==> src/rtl/maze_pkg.sv <==
// Shared state encoding and screen geometry for the maze game controller.
package maze_pkg;

  typedef enum logic [2:0] {
    IDLE = 3'd0,
    PLAY = 3'd1,
    HIT  = 3'd2,
    WIN  = 3'd3,
    DONE = 3'd4,
    OVER = 3'd5
  } game_state_t;

  localparam int H_RES   = 640;
  localparam int V_RES   = 480;
  localparam int START_X = 117;
  localparam int START_Y = 447;

endpackage

==> src/rtl/maze_frame_sync.sv <==
// Frame tick: a registered one-cycle pulse when the scan arrives at (0,0)
// from any other position, so a scan parked at the origin yields one pulse.
module maze_frame_sync
  import maze_pkg::*;
(
  input  logic       pixel_clk,
  input  logic       rst,
  input  logic [9:0] col,
  input  logic [8:0] row,
  output logic       tick
);

  logic at_origin;
  logic armed_q, armed_d;
  logic tick_q, tick_d;

  always_comb begin
    at_origin = (col == 10'd0) && (row == 9'd0);
    armed_d   = ~at_origin;
    tick_d    = at_origin & armed_q;
  end

  always_ff @(posedge pixel_clk) begin
    if (rst) begin
      armed_q <= 1'b0;
      tick_q  <= 1'b0;
    end else begin
      armed_q <= armed_d;
      tick_q  <= tick_d;
    end
  end

  assign tick = tick_q;

endmodule

==> src/rtl/maze_game_ctrl.sv <==
// Maze game sequencer: player position and movement, per-frame wall/finish
// detection against the renderer's pixel flags, lives and level selection.
module maze_game_ctrl
  import maze_pkg::*;
#(
  parameter int PLAYER_SIZE = 16,
  parameter int STEP        = 2,
  parameter int MOVE_DIV    = 2,
  parameter int HIT_FRAMES  = 30,
  parameter int WIN_FRAMES  = 60,
  parameter int NUM_LEVELS  = 3,
  parameter int LIVES       = 3
) (
  input  logic       pixel_clk,
  input  logic       resetSwitch,
  input  logic [9:0] col,
  input  logic [8:0] row,
  input  logic       btn_up,
  input  logic       btn_down,
  input  logic       btn_left,
  input  logic       btn_right,
  input  logic       path_px,
  input  logic       finish_px,
  output logic       player_px,
  output logic [9:0] player_x,
  output logic [8:0] player_y,
  output logic [1:0] level_sel,
  output logic [2:0] game_state,
  output logic [1:0] lives_left
);

  game_state_t state_q, state_d;
  logic [9:0]  x_q, x_d;
  logic [8:0]  y_q, y_d;
  logic [1:0]  level_q, level_d;
  logic [1:0]  lives_q, lives_d;
  logic        player_px_q, player_px_d;
  logic        hit_acc_q, hit_acc_d;
  logic        fin_acc_q, fin_acc_d;
  logic [7:0]  move_cnt_q, move_cnt_d;
  logic [7:0]  frame_cnt_q, frame_cnt_d;

  logic        tick;
  logic        move_tick;
  logic [9:0]  dx;
  logic [8:0]  dy;

  maze_frame_sync u_frame_sync (
    .pixel_clk (pixel_clk),
    .rst       (resetSwitch),
    .col       (col),
    .row       (row),
    .tick      (tick)
  );

  function automatic logic [9:0] clamp_x(input int v);
    if (v < 0) return 10'd0;
    if (v > H_RES - PLAYER_SIZE) return 10'(H_RES - PLAYER_SIZE);
    return 10'(v);
  endfunction

  function automatic logic [8:0] clamp_y(input int v);
    if (v < 0) return 9'd0;
    if (v > V_RES - PLAYER_SIZE) return 9'(V_RES - PLAYER_SIZE);
    return 9'(v);
  endfunction

  always_comb begin
    state_d     = state_q;
    x_d         = x_q;
    y_d         = y_q;
    level_d     = level_q;
    lives_d     = lives_q;
    move_cnt_d  = move_cnt_q;
    frame_cnt_d = frame_cnt_q;
    move_tick   = 1'b0;

    // Unsigned wrap makes pixels left of / above the square compare large.
    dx          = col - x_q;
    dy          = row - y_q;
    player_px_d = (dx < 10'(PLAYER_SIZE)) && (dy < 9'(PLAYER_SIZE));

    // The tick cycle already carries the new frame's first pixel flags.
    if (tick) begin
      hit_acc_d = player_px_q & ~path_px;
      fin_acc_d = player_px_q & finish_px;
    end else begin
      hit_acc_d = hit_acc_q | (player_px_q & ~path_px);
      fin_acc_d = fin_acc_q | (player_px_q & finish_px);
    end

    if (tick) begin
      if (move_cnt_q == 8'(MOVE_DIV - 1)) begin
        move_cnt_d = 8'd0;
        move_tick  = 1'b1;
      end else begin
        move_cnt_d = move_cnt_q + 8'd1;
      end

      case (state_q)
        IDLE: if (btn_up | btn_down | btn_left | btn_right) state_d = PLAY;
        PLAY: begin
          if (hit_acc_q) begin
            state_d     = HIT;
            lives_d     = lives_q - 2'd1;
            frame_cnt_d = 8'd0;
          end else if (fin_acc_q) begin
            state_d     = WIN;
            frame_cnt_d = 8'd0;
          end else if (move_tick) begin
            if (btn_up)         y_d = clamp_y(int'(y_q) - STEP);
            else if (btn_down)  y_d = clamp_y(int'(y_q) + STEP);
            else if (btn_left)  x_d = clamp_x(int'(x_q) - STEP);
            else if (btn_right) x_d = clamp_x(int'(x_q) + STEP);
          end
        end
        HIT: begin
          if (frame_cnt_q == 8'(HIT_FRAMES - 1)) begin
            frame_cnt_d = 8'd0;
            x_d         = 10'(START_X);
            y_d         = 9'(START_Y);
            state_d     = (lives_q == 2'd0) ? OVER : PLAY;
          end else begin
            frame_cnt_d = frame_cnt_q + 8'd1;
          end
        end
        WIN: begin
          if (frame_cnt_q == 8'(WIN_FRAMES - 1)) begin
            frame_cnt_d = 8'd0;
            if (level_q == 2'(NUM_LEVELS - 1)) begin
              state_d = DONE;
            end else begin
              level_d = level_q + 2'd1;
              x_d     = 10'(START_X);
              y_d     = 9'(START_Y);
              state_d = PLAY;
            end
          end else begin
            frame_cnt_d = frame_cnt_q + 8'd1;
          end
        end
        default: ;
      endcase
    end
  end

  always_ff @(posedge pixel_clk) begin
    if (resetSwitch) begin
      state_q     <= IDLE;
      x_q         <= 10'(START_X);
      y_q         <= 9'(START_Y);
      level_q     <= 2'd0;
      lives_q     <= 2'(LIVES);
      player_px_q <= 1'b0;
      hit_acc_q   <= 1'b0;
      fin_acc_q   <= 1'b0;
      move_cnt_q  <= 8'd0;
      frame_cnt_q <= 8'd0;
    end else begin
      state_q     <= state_d;
      x_q         <= x_d;
      y_q         <= y_d;
      level_q     <= level_d;
      lives_q     <= lives_d;
      player_px_q <= player_px_d;
      hit_acc_q   <= hit_acc_d;
      fin_acc_q   <= fin_acc_d;
      move_cnt_q  <= move_cnt_d;
      frame_cnt_q <= frame_cnt_d;
    end
  end

  assign player_px  = player_px_q;
  assign player_x   = x_q;
  assign player_y   = y_q;
  assign level_sel  = level_q;
  assign game_state = state_q;
  assign lives_left = lives_q;

endmodule

==> config.mk <==
export PLATFORM = sky130hd
export DESIGN_NAME = maze_game_ctrl
export DESIGN_NICKNAME = d
export VERILOG_FILES = /design/src/rtl/maze_pkg.sv /design/src/rtl/maze_frame_sync.sv /design/src/rtl/maze_game_ctrl.sv
export SDC_FILE = /design/constraint.sdc
export NUM_CORES = 1
export LEC_CHECK = 0
export CORE_MARGIN = 4
export CORE_UTILIZATION = 25
export DETAILED_ROUTE_END_ITERATION = 12
export GPL_ROUTABILITY_DRIVEN = 0
export PLACE_DENSITY_LB_ADDON = 0.12
export REMOVE_ABC_BUFFERS = 1
export SYNTH_ARGS = -nofsm -noshare
export SYNTH_HDL_FRONTEND = slang
export SYNTH_SLANG_ARGS = --single-unit
==> constraint.sdc <==
create_clock -name pixel_clk -period 2.76 [get_ports pixel_clk]
set_input_delay 0.552 -clock pixel_clk [delete_from_list [all_inputs] [get_ports pixel_clk]]
set_output_delay 0.552 -clock pixel_clk [all_outputs]
set_load 0.01 [all_outputs]
==> results of run 1 <==
## where the power goes
group	switching (W)	total [W]	internal, W
Combinational	0.0000679	0.000143	0.0000748
Sequential	0.000000153	0.000678	0.000678
Clock	0.000297	0.000823	0.000526
## registers in the layout (all words and copies together), names as in the netlist
signal / count
lives_left: 2
level_sel: 2
hit_acc_q: 1
frame_cnt_q: 8
u_frame_sync.tick: 1
player_px: 1
fin_acc_q: 1
u_frame_sync.armed_q: 1
game_state: 3
player_x: 10
player_y: 9
move_cnt_q: 8
## cell type report
cell class	instances	area, um2	share of cell area
inverter	29	108.9	0.02148
sequential	47	940.9	0.1856
clock buffer	5	125.1	0.02469
clock inverter	3	71.32	0.01407
timing repair buffer	107	935.9	0.1846
tap	184	230.2	0.04542
multi-input combinational	410	2656	0.5241
## what timing repair did
| item | CTS | global route |
|---|---|---|
| hold buffers | 0 | 0 |
| buffers inserted | 0 | 2 |
| gates resized for setup | 1 | 8 |
| setup endpoints to repair | 1 | 6 |
## cell families after synthesis
| group | Yosys count |
|---|---|
| compound gates | 125 |
| xor+xnor | 23 |
| fa+ha+maj | 26 |
| buf+inv | 59 |
| flops | 47 |
| mux | 8 |
| simple gates | 228 |
## per-stage QoR
stage | setup WS, ns | hold slack (ns) | utilization
floorplan | -0.01700 | 0.4480 | -
global placement | -0.1635 | 0.4415 | 0.3272
detailed placement | -0.2565 | 0.4533 | 0.3272
CTS | 0.02978 | 0.4634 | 0.3407
global route | 0.008070 | 0.4742 | 0.3435
finish | 0.07551 | 0.4631 | 0.3435
## routing by layer
metal | GRT usage | wire (um)
met5 | 0 | 0
met4 | 0.03151 | 117
met3 | 0.02179 | 445
met2 | 0.2201 | 5438
met1 | 0.1929 | 6188
## worst min-delay path: cells and delay by family, from the launching register on
kind            cells  cell delay (ns)
flops               1             0.32
simple gates        1             0.05
compound gates      1             0.05
## synthesized netlist by cell type (all sizes together), types with 5 or more instances
| cell type | instances |
|---|---|
| a21o | 7 |
| dfxtp | 47 |
| xor2 | 10 |
| ha | 26 |
| xnor2 | 13 |
| nor2 | 72 |
| a211o | 6 |
| mux2i | 6 |
| inv | 29 |
| nor3 | 15 |
| clkbuf | 18 |
| buf | 12 |
| nand2 | 50 |
| nor3b | 5 |
| nand2b | 12 |
| a21oi | 31 |
| or3 | 5 |
| and3 | 12 |
| nor4 | 8 |
| o21ai | 22 |
| o22ai | 8 |
| nand3 | 20 |
| nand4 | 10 |
## worst paths after layout
kind	start	end	slack, ns	cells after the start
worst max-delay path	col[1]	player_px$_SDFF_PP0_	0.08	9
worst min-delay path	player_x[8]$_SDFFE_PP0P_	player_x[8]$_SDFFE_PP0P_	0.46	2
worst max register to register	player_x[1]$_SDFFE_PP0P_	player_x[7]$_SDFFE_PP0P_	0.09	10
worst min register to register	player_x[8]$_SDFFE_PP0P_	player_x[8]$_SDFFE_PP0P_	0.46	2
==> flow_metrics.py, run 1 <==
metrics = {
    "status": {
        "status": "complete, no violations",
    },
    "timing": {
        "max_slew.worst_pin.slew_ns": 0.7320,
        "period_share": 0.9726,
        "rsz0062_at_grt": "false",
        "skew_ns": 0.003878,
        "tns_ns": 0,
        "setup_viol": 0,
        "fin_crit_ns": 2.684,
        "fmax_ghz": 0.3725,
        "max-slew-margin-rel": 0.5115,
        "drv_slew": 0,
        "hold_viol": 0,
    },
    "worst_setup_path": {
        "criticalPathCategory": "input pin to register",
        "required_ns": 2.94,
        "arrival_ns": 2.87,
        "worst_setup_path_start_kind": "input pin",
        "cpMostUsedCell": "a21o_1",
        "crit_slowest_cell": "or4_1",
        "crit_path_cell_trace": "clkdlybuf4s50_1, ha_1, a21o_1, a21o_1, a21oi_2, nand2b_1, a21oi_1, or4_1, a2111oi_1",
        "critPathMaxStageDelay_ns": 0.47,
        "critical_path.top_delay_family": "compound AO/OA/AOI/OAI gates",
        "cp_max_fo": 2,
        "worstSetupEndpointType": "register",
        "crit_buf_inv": 1,
    },
    "synth": {
        "netlist_area_mm2": 0.003821,
        "synthMuxAreaShare": 0.02161,
        "synth-seq-cells": 47,
        "yosys.area_share.simple": 0.3052,
        "synth_top_area_frac": 0.2462,
        "synth_compound_area_frac": 0.2227,
        "async_reset_ff_frac": 0,
        "ys_seq_area_frac": 0.2462,
        "synth_cell_type_count": 71,
        "synthTopCellsByArea": "dfxtp_1, ha_1, nor2_1, nand2_1, a21oi_1",
        "avgSynthCellArea_um2": 7.405,
        "synth_xor_area_frac": 0.05272,
        "synth_top_family_by_area": "simple AND/OR/NAND/NOR gates",
        "synth_largest_area_cell": "dfxtp_1",
        "synth_fa_ha_area_frac": 0.08513,
        "synth_edf_count": 0,
        "synth_ff_type": "dfxtp_1",
        "syn-instance-count": 516,
        "yosysWarnings": 0,
    },
    "finish": {
        "fillers": 1571,
        "layout-drive-gt1-share": 0.1381,
        "design_area_mm2": 0.005069,
        "final_cells": 785,
        "antenna_cells": 0,
        "layout_commonest_cell": "nor2_1",
        "area_growth_pct": 32.65,
        "final_nets": 653,
        "final_cell_mix": "nor2_1, buf_4, clkdlybuf4s50_1, nand2_1, dfxtp_1",
    },
    "global_routing": {
        "grt_usage": 0.1369,
        "grt_pass1_wl_mm": 19.93,
        "grt_max_degree": 24,
        "overflow": 0,
        "grt_antenna_before_repair": 0,
        "first_global_vias": 3924,
    },
    "clock_network": {
        "cts_tree": "yes",
        "root_buffer": "clkbuf_16",
        "clockBufferDepth": 2,
        "htreeDepth": 2,
        "cts.reportedPaths.clkPinSlew_ns": 0.07,
        "cts_buffers": 5,
        "worstSkewPairLatency_ns": 0.30,
        "cts.sinks": 47,
    },
    "power": {
        "power_leakage_nw": 2.071,
        "pwr_density_cell_mw_per_mm2": 324.3,
        "p_total_w": 0.001644,
        "ir_drop_mv": 0.2431,
    },
    "route": {
        "avgViaCountPerCell": 5.132,
        "drt_pre_antenna_iters": 4,
        "drt_iter0_markers": 226,
        "wl_per_cell_um": 15.53,
        "ant_nets": 0,
        "route.detailed.drc": 0,
        "num_vias": 4029,
        "totalWireLength_mm": 12.19,
    },
    "floorplan": {
        "io_pins": 54,
        "initial_utilization": 0.2590,
        "die_area_mm2": 0.01733,
        "coreArea_mm2": 0.01475,
        "fp-row-count": 44,
        "fp.dieW_um": 131.6,
        "die_h_um": 131.6,
    },
    "place": {
        "portBuffers": 53,
        "hpwl_mm": 9.427,
        "placed_area_mm2": 0.004827,
        "numPlacedInstances": 775,
    },
    "min_path": {
        "hold_class": "register to register",
    },
    "job": {
        "cap_violations": 0,
    },
}
Power figures use the tool's default switching activity.
==> run 2, diff against run 1 <==
--- a/config.mk
+++ b/config.mk
@@ -5,6 +5,7 @@
 export SDC_FILE = /design/constraint.sdc
 export NUM_CORES = 1
 export LEC_CHECK = 0
+export ABC_CLOCK_PERIOD_IN_PS = 2760
 export CORE_MARGIN = 4
 export CORE_UTILIZATION = 25
 export DETAILED_ROUTE_END_ITERATION = 12
==> results of run 2 <==
No change in the layout: final DEF, timing and power equal those of run 1.
